$ cat src/rtl/regfile_if.sv
// Bus between the core (decode/write-back) and the register file: two
// combinational read ports, one write port, debug read and write-tracking outputs.
interface regfile_if #(
    parameter int DATA_W   = 32,
    parameter int ADDR_W   = 5,
    parameter int NUM_REGS = 32
);
    logic              we;
    logic [ADDR_W-1:0] waddr;
    logic [DATA_W-1:0] wdata;
    logic              re1;
    logic [ADDR_W-1:0] raddr1;
    logic [DATA_W-1:0] rdata1;
    logic              re2;
    logic [ADDR_W-1:0] raddr2;
    logic [DATA_W-1:0] rdata2;
    logic [ADDR_W-1:0] dbg_addr;
    logic [DATA_W-1:0] dbg_data;
    logic [NUM_REGS-1:0] wr_mask;
    logic [15:0]       wr_count;

    modport master (
        output we, waddr, wdata, re1, raddr1, re2, raddr2, dbg_addr,
        input  rdata1, rdata2, dbg_data, wr_mask, wr_count
    );

    modport slave (
        input  we, waddr, wdata, re1, raddr1, re2, raddr2, dbg_addr,
        output rdata1, rdata2, dbg_data, wr_mask, wr_count
    );
endinterface

$ cat src/rtl/regfile.sv
// 32 x 32-bit general-purpose register file with same-cycle write-to-read bypass,
// hardwired-zero register 0, a registered debug port and write tracking.
module regfile #(
    parameter int DATA_W   = 32,
    parameter int ADDR_W   = 5,
    parameter int NUM_REGS = 32
) (
    input logic        clk,
    input logic        rst,
    regfile_if.slave   bus
);

    logic [DATA_W-1:0]   regs [NUM_REGS];
    logic [NUM_REGS-1:0] wr_mask_p1;
    logic [15:0]         wr_count_p1;
    logic [DATA_W-1:0]   dbg_data_p1;
    logic                commit;

    function automatic logic [15:0] sat_inc(input logic [15:0] cnt);
        return (cnt == 16'hFFFF) ? cnt : cnt + 16'd1;
    endfunction

    // Priority: reset, enable, address 0, bypass of this cycle's write, stored value.
    function automatic logic [DATA_W-1:0] read_port(
        input logic              rst_ok,
        input logic              en,
        input logic [ADDR_W-1:0] addr,
        input logic              wen,
        input logic [ADDR_W-1:0] wad,
        input logic [DATA_W-1:0] wdat,
        input logic [DATA_W-1:0] stored
    );
        if (!rst_ok || !en || addr == '0)
            return '0;
        else if (wen && wad == addr)
            return wdat;
        else
            return stored;
    endfunction

    assign commit = bus.we && (bus.waddr != '0);

    // Stage p0 -> p1: storage, tracking and debug capture on the clock edge.
    always_ff @(posedge clk or negedge rst) begin
        if (!rst) begin
            for (int i = 0; i < NUM_REGS; i++) regs[i] <= '0;
            wr_mask_p1  <= '0;
            wr_count_p1 <= '0;
            dbg_data_p1 <= '0;
        end else begin
            if (commit) begin
                regs[bus.waddr]       <= bus.wdata;
                wr_mask_p1[bus.waddr] <= 1'b1;
                wr_count_p1           <= sat_inc(wr_count_p1);
            end
            dbg_data_p1 <= (bus.dbg_addr == '0) ? '0 : regs[bus.dbg_addr];
        end
    end

    assign bus.rdata1 = read_port(rst, bus.re1, bus.raddr1, bus.we, bus.waddr,
                                  bus.wdata, regs[bus.raddr1]);
    assign bus.rdata2 = read_port(rst, bus.re2, bus.raddr2, bus.we, bus.waddr,
                                  bus.wdata, regs[bus.raddr2]);
    assign bus.dbg_data = dbg_data_p1;
    assign bus.wr_mask  = wr_mask_p1;
    assign bus.wr_count = wr_count_p1;

endmodule
$ cat src/flat_wrapper.sv
// flat-port wrapper written by rule: the top's interface ports become plain ports
module regfile_flat 
#(
    parameter int DATA_W   = 32,
    parameter int ADDR_W   = 5,
    parameter int NUM_REGS = 32
)
  (clk, rst, bus_we, bus_waddr, bus_wdata, bus_re1, bus_raddr1, bus_re2, bus_raddr2, bus_dbg_addr, bus_rdata1, bus_rdata2, bus_dbg_data, bus_wr_mask, bus_wr_count);
  regfile_if #(.DATA_W(DATA_W), .ADDR_W(ADDR_W), .NUM_REGS(NUM_REGS)) bus_i ();
  input logic clk;
  input logic rst;
  input wire logic [$bits(bus_i.we)-1:0] bus_we;
  input wire logic [$bits(bus_i.waddr)-1:0] bus_waddr;
  input wire logic [$bits(bus_i.wdata)-1:0] bus_wdata;
  input wire logic [$bits(bus_i.re1)-1:0] bus_re1;
  input wire logic [$bits(bus_i.raddr1)-1:0] bus_raddr1;
  input wire logic [$bits(bus_i.re2)-1:0] bus_re2;
  input wire logic [$bits(bus_i.raddr2)-1:0] bus_raddr2;
  input wire logic [$bits(bus_i.dbg_addr)-1:0] bus_dbg_addr;
  output wire logic [$bits(bus_i.rdata1)-1:0] bus_rdata1;
  output wire logic [$bits(bus_i.rdata2)-1:0] bus_rdata2;
  output wire logic [$bits(bus_i.dbg_data)-1:0] bus_dbg_data;
  output wire logic [$bits(bus_i.wr_mask)-1:0] bus_wr_mask;
  output wire logic [$bits(bus_i.wr_count)-1:0] bus_wr_count;
  assign bus_i.we = bus_we;
  assign bus_i.waddr = bus_waddr;
  assign bus_i.wdata = bus_wdata;
  assign bus_i.re1 = bus_re1;
  assign bus_i.raddr1 = bus_raddr1;
  assign bus_i.re2 = bus_re2;
  assign bus_i.raddr2 = bus_raddr2;
  assign bus_i.dbg_addr = bus_dbg_addr;
  assign bus_rdata1 = bus_i.rdata1;
  assign bus_rdata2 = bus_i.rdata2;
  assign bus_dbg_data = bus_i.dbg_data;
  assign bus_wr_mask = bus_i.wr_mask;
  assign bus_wr_count = bus_i.wr_count;
  regfile #(.DATA_W(DATA_W), .ADDR_W(ADDR_W), .NUM_REGS(NUM_REGS)) u_core (.clk(clk), .rst(rst), .bus(bus_i));
endmodule
$ cat config.mk
export PLATFORM = sky130hd
export DESIGN_NAME = regfile_flat
export DESIGN_NICKNAME = d
export VERILOG_FILES = /design/src/rtl/regfile_if.sv /design/src/rtl/regfile.sv /design/src/flat_wrapper.sv
export SDC_FILE = /design/constraint.sdc
export NUM_CORES = 2
export LEC_CHECK = 0
export BUFFER_PORTS_ARGS = -buffer_cell sky130_fd_sc_hd__buf_2
export CORE_ASPECT_RATIO = 0.6
export CORE_MARGIN = 3
export CORE_UTILIZATION = 65
export CTS_CLUSTER_DIAMETER = 80
export DETAILED_ROUTE_END_ITERATION = 7
export HOLD_SLACK_MARGIN = 0.15
export PLACE_DENSITY = 0.8
export SLEW_MARGIN = 15
export SYNTH_ARGS = -nofsm -noshare
export SYNTH_HDL_FRONTEND = slang
export SYNTH_SLANG_ARGS = --single-unit
$ cat constraint.sdc
create_clock -name clk -period 4.4 [get_ports clk]
set_input_delay 0.66 -clock clk [delete_from_list [all_inputs] [get_ports clk]]
set_output_delay 0.66 -clock clk [all_outputs]
set_load 0.05 [all_outputs]
* After elaboration in Yosys (flattened, before gate mapping)
Cells that the tools add are included.
Storage, ports and cells: output and inout port bits 144, logic and storage cells 88, input bits 57, register bits after elaboration 1104
Operators by class: reductions and logical operators 17, $add $sub $neg 1, muxes and demuxes 19, bitwise operators 6, equality and inequality tests 3, magnitude comparators 7
Operator list (number):
- 1024-bit bitwise mux | 1
- 32-bit binary-select mux with 5-bit select | 3
- 32-bit two-way mux | 12
- 32-bit demux with 5-bit select | 1
- 32-bit bitwise OR | 1
- 6-bit greater-or-equal comparator, second input constant | 4
- 5-bit inverter with 6-bit output | 4
- 16-bit by 1-bit adder with 16-bit output, second input constant | 1
- 16-bit == test, second input constant | 1
- 5-bit zero test | 3
- 5-bit == test | 2
- 5-bit by 6-bit < comparator with 1-bit output, second input constant | 1
- 6-bit by 1-bit < comparator with 1-bit output, second input constant | 1
- 1-bit demux with 5-bit select | 1
- 5-bit by 1-bit greater-or-equal comparator with 1-bit output, second input constant | 1
- 1-bit logical AND | 5
- 5-bit nonzero test | 1
- 1-bit logical OR | 4
- 1-bit zero test | 3
- 2-bit AND reduction | 1
- 1-bit two-way mux | 1
- 1-bit inverter | 1

* Logic depth before layout (Yosys ltp)
word-level depth 6, depth in mapped cells 10, gate-level depth less buffers 6

* Least setup slack after synthesis
No wires, ideal clock.
path kind input to output, from in bus_raddr1[0], to out bus_rdata1[2], required time 3740 ps, setup slack 466 ps, stages 7, path buffers 2, arrival time 3274 ps, path through buf_4 buf_6 mux4_2 mux2i_1 mux2_2 and3_1 nor4_1
On the way: longest elaborated chain between the ends 6, elaborated cells between the ends (all ways) 10, those cells by class eq/ne (1); mux (5); bitwise (1); reduce/logical (3)
Ends and longest elaborated chain:
- from (decl) | RTL line flat_wrapper.sv:16 | input wire logic [$bits(bus_i.raddr1)-1:0] bus_raddr1;
- 5-bit inverter with 6-bit output (implied by the code) | RTL line regfile.sv:61 | bus.wdata, regs[bus.raddr1]);
- 32-bit binary-select mux with 5-bit select | RTL line regfile.sv:61
- 32-bit two-way mux (implied by the code) (2 in a row) | RTL line regfile.sv:61
- 32-bit two-way mux | RTL line regfile.sv:35 | else if (wen && wad == addr)
- 32-bit two-way mux (*) | RTL line regfile.sv:33 | if (!rst_ok || !en || addr == '0)
- to (decl) | RTL line flat_wrapper.sv:20 | output wire logic [$bits(bus_i.rdata1)-1:0] bus_rdata1;
Every way passes the cells marked *; elsewhere a longest branch is shown, timed or not. The select of a mux whose other input is x is not followed.

* Worst setup path after layout
from in rst, to out bus_rdata1[2]
On the way: longest elaborated chain between the ends 4
Ends and longest elaborated chain:
- from (decl) | RTL line flat_wrapper.sv:11 | input logic rst;
- 1-bit zero test (no line)
- 1-bit logical OR (2 in a row) | RTL line regfile.sv:33
- 32-bit two-way mux | RTL line regfile.sv:33
No other way between the ends.

==> summary.txt <==
Most frequent cells in the layout -> 1104 x dfrtp_1, 878 x mux2_2, 649 x mux4_2
Syn Nets -> 4683
Most Crowded Layer GR -> met1
Main flop type after synthesis -> dfrtp_1
Die Width -> 418 um
CP max stage delay -> 1.12 ns
Top delay family on crit path -> simple AND/OR/NAND/NOR gates
RSZ-0062 raised after global routing -> false
Crit-path max FO -> 18
Setup Fix Bufs, Post-CTS -> 0
Max-Cap Viols -> 0
Critical-path top delay cell -> nor4_1
CP cell instances -> dlygate4sd3_1, buf_8, nand3_4, nor4_1, buf_12
Yosys warnings -> 0
Antenna violations before repair -> 15
CP Capture Type -> output port
GRT met1 Usage -> 0.589
Arrival @ worst endpoint -> 3.51 ns
WS Path Type -> in -> out
CTS sink cnt -> 1104
Post-CTS sizing -> 0
FF-to-FF setup slack -> 2.36 ns
CP startpoint kind -> input port
Post-route ant nets -> 0
Worst vdd ir -> 377 uV
Core Region -> 99600 um^2
Share of cells above drive strength 1 -> 0.463
Global placer's final weighted congestion -> 0.902
Global-route wire length before repair -> 329 mm
Fin cells -> 5975
Synth area leader -> dfrtp_1
Nets -> 4618
Cell count after placement -> 5774
Die area -> 106000 um^2
Final cycle utilization of the critical path -> 0.947
Post-DP HPWL -> 129 mm
Number of synthesized flops with an enable pin -> 0
Vias -> 48.1k
Final setup viols -> 0
Sequential share of the synthesized area -> 0.418
Port bufs -> 200
FP Rows -> 89
Pwr/cell area -> 442 nW/um^2
Max-slew violation count -> 0
Yosys cell types -> 56
CP bufs+invs -> 3
Total track usage -> 0.428
Asr flop ratio synth -> 1.00
Clock latency on the worst-skew pair -> 0.75 ns
Clk slew on worst S/H paths -> 0.06 ns
Commonest non-fill, non-tap cell in the layout -> dfrtp_1
Largest cells by area after synthesis -> dfrtp_1 42%, mux4_2 22%, mux2_2 15%, mux2i_1 5.6%, a221oi_1 2.4%
Max Fclk -> 240 MHz
Fin Setup TNS -> 0 ns
Initial core utilization -> 0.664
Worst hold path type -> reg -> reg
Run status -> finished clean
Post-synthesis area per instance -> 14.3 um^2
Vias in the first global route -> 47.7k
I/O pins -> 201
Total power -> 32100 uW
Met2 Use GR -> 0.577
Met3 GRT Util -> 0.197
Netlist Area Pre-Place -> 66100 um^2
H-tree depth -> 3
DRC errors left -> 0
Largest net degree at the start of global routing -> 187
CP Data Required Time -> 3.74 ns
Vias per cell -> 8.05
1st-pass router iterations -> 8
Flops & latches, synth -> 1104
Avg WL per Cell -> 37.6 um
Skew final -> 0.0356 ns
Fillcell total -> 6368
Die height -> 253 um
Leak -> 0.0315 uW
GR Overflow Total -> 0
Synth Instances -> 4625
Initial drt markers -> 7686
Relative slew margins -> 0.210
Fin crit period -> 4.17 ns
CTS tree -> built
Area growth syn-to-layout -> 9.77%
Worst-Margin Slew -> 1.18 ns
Clock buffer depth -> 3
# hold bufs at CTS -> 1
Cts bufs inserted -> 102
Total routed wirelength -> 225 mm
CTS Root Cell -> clkbuf_16
Final Hold Viols -> 0
Yosys top cell area share -> 0.418
## synth_stat cells, drive strengths merged, types with 19 or more instances
library cell,n
clkbuf,292
nor3,58
o21ai,103
xnor2,22
a211o,58
nor2,37
a21oi,110
buf,247
a22oi,72
nand2b,67
a221oi,184
or2,19
inv,39
mux2,994
mux2i,373
a22o,51
nand2,68
dfrtp,1104
mux4,649
## report_power, final
part / internal, uW / switching, uW / leakage (uW)
Sequential: 12100 / 2000 / 0.0141
Clock: 5440 / 4230 / 0.00176
Combinational: 4410 / 3940 / 0.0156
Total: 22000 / 10200 / 0.0315
## final cells by class
| cell class | instances | area (um^2) | area share |
|---|---|---|---|
| inverters | 39 | 150 | 0.00207 |
| well taps | 1319 | 1650 | 0.0227 |
| clock buffers | 147 | 3070 | 0.0422 |
| clock inverters | 45 | 518 | 0.00714 |
| multi-input cells | 2943 | 36100 | 0.497 |
| repair buffers | 370 | 3470 | 0.0478 |
| diodes | 8 | 20.0 | 0.000276 |
| flip-flops and latches | 1104 | 27600 | 0.381 |
## flip-flops by register name, indices dropped and copies added, names as in the netlist
register,count
u_core.regs,1024
u_core.bus.wr_mask,32
u_core.bus.wr_count,16
u_core.bus.dbg_data,32
## through the flow
stage               instance area, um^2  worst slack [ns]  hold slack (ns)   util
floorplan                         66100             0.466            0.364      -
global placement                  69000             0.444            0.360  0.693
detailed placement                69000             0.465            0.364  0.693
CTS                               72600             0.381            0.378  0.729
global route                      72600             0.358            0.404  0.729
finish                            72600             0.234            0.378  0.729
## logic make-up after synthesis
family,count (synthesis),synth area share
xor+xnor,25,0.00331
fa+ha+maj,1,0.000189
simple gates,303,0.0238
compound gates,598,0.0662
mux,2016,0.447
flops,1104,0.418
buf+inv,578,0.0420
## final timing paths
kind | to | startpoint | cells past startpoint
max | bus_rdata1[2] | rst | 5
min | u_core.bus.wr_mask[0]$_DFFE_PN0P_ | u_core.bus.wr_mask[0]$_DFFE_PN0P_ | 0
max reg2reg | u_core.bus.wr_count[1]$_DFFE_PN0P_ | u_core.bus.wr_count[0]$_DFFE_PN0P_ | 5
min reg2reg | u_core.bus.wr_mask[0]$_DFFE_PN0P_ | u_core.bus.wr_mask[0]$_DFFE_PN0P_ | 0
max in group asynchronous | u_core.bus.dbg_data[15]$_DFF_PN0_ | rst | 5
min in group asynchronous | u_core.regs[576]$_DFFE_PN0P_ | rst | 2
## metal layers
metal | share of wire | vias to the layer above
met5 | 0.00043 | -
met2 | 0.41 | 4319
met4 | 0.057 | 12
met1 | 0.36 | 24700
li1 | - | 18200
met3 | 0.17 | 981
Power figures use the tool's default switching activity.
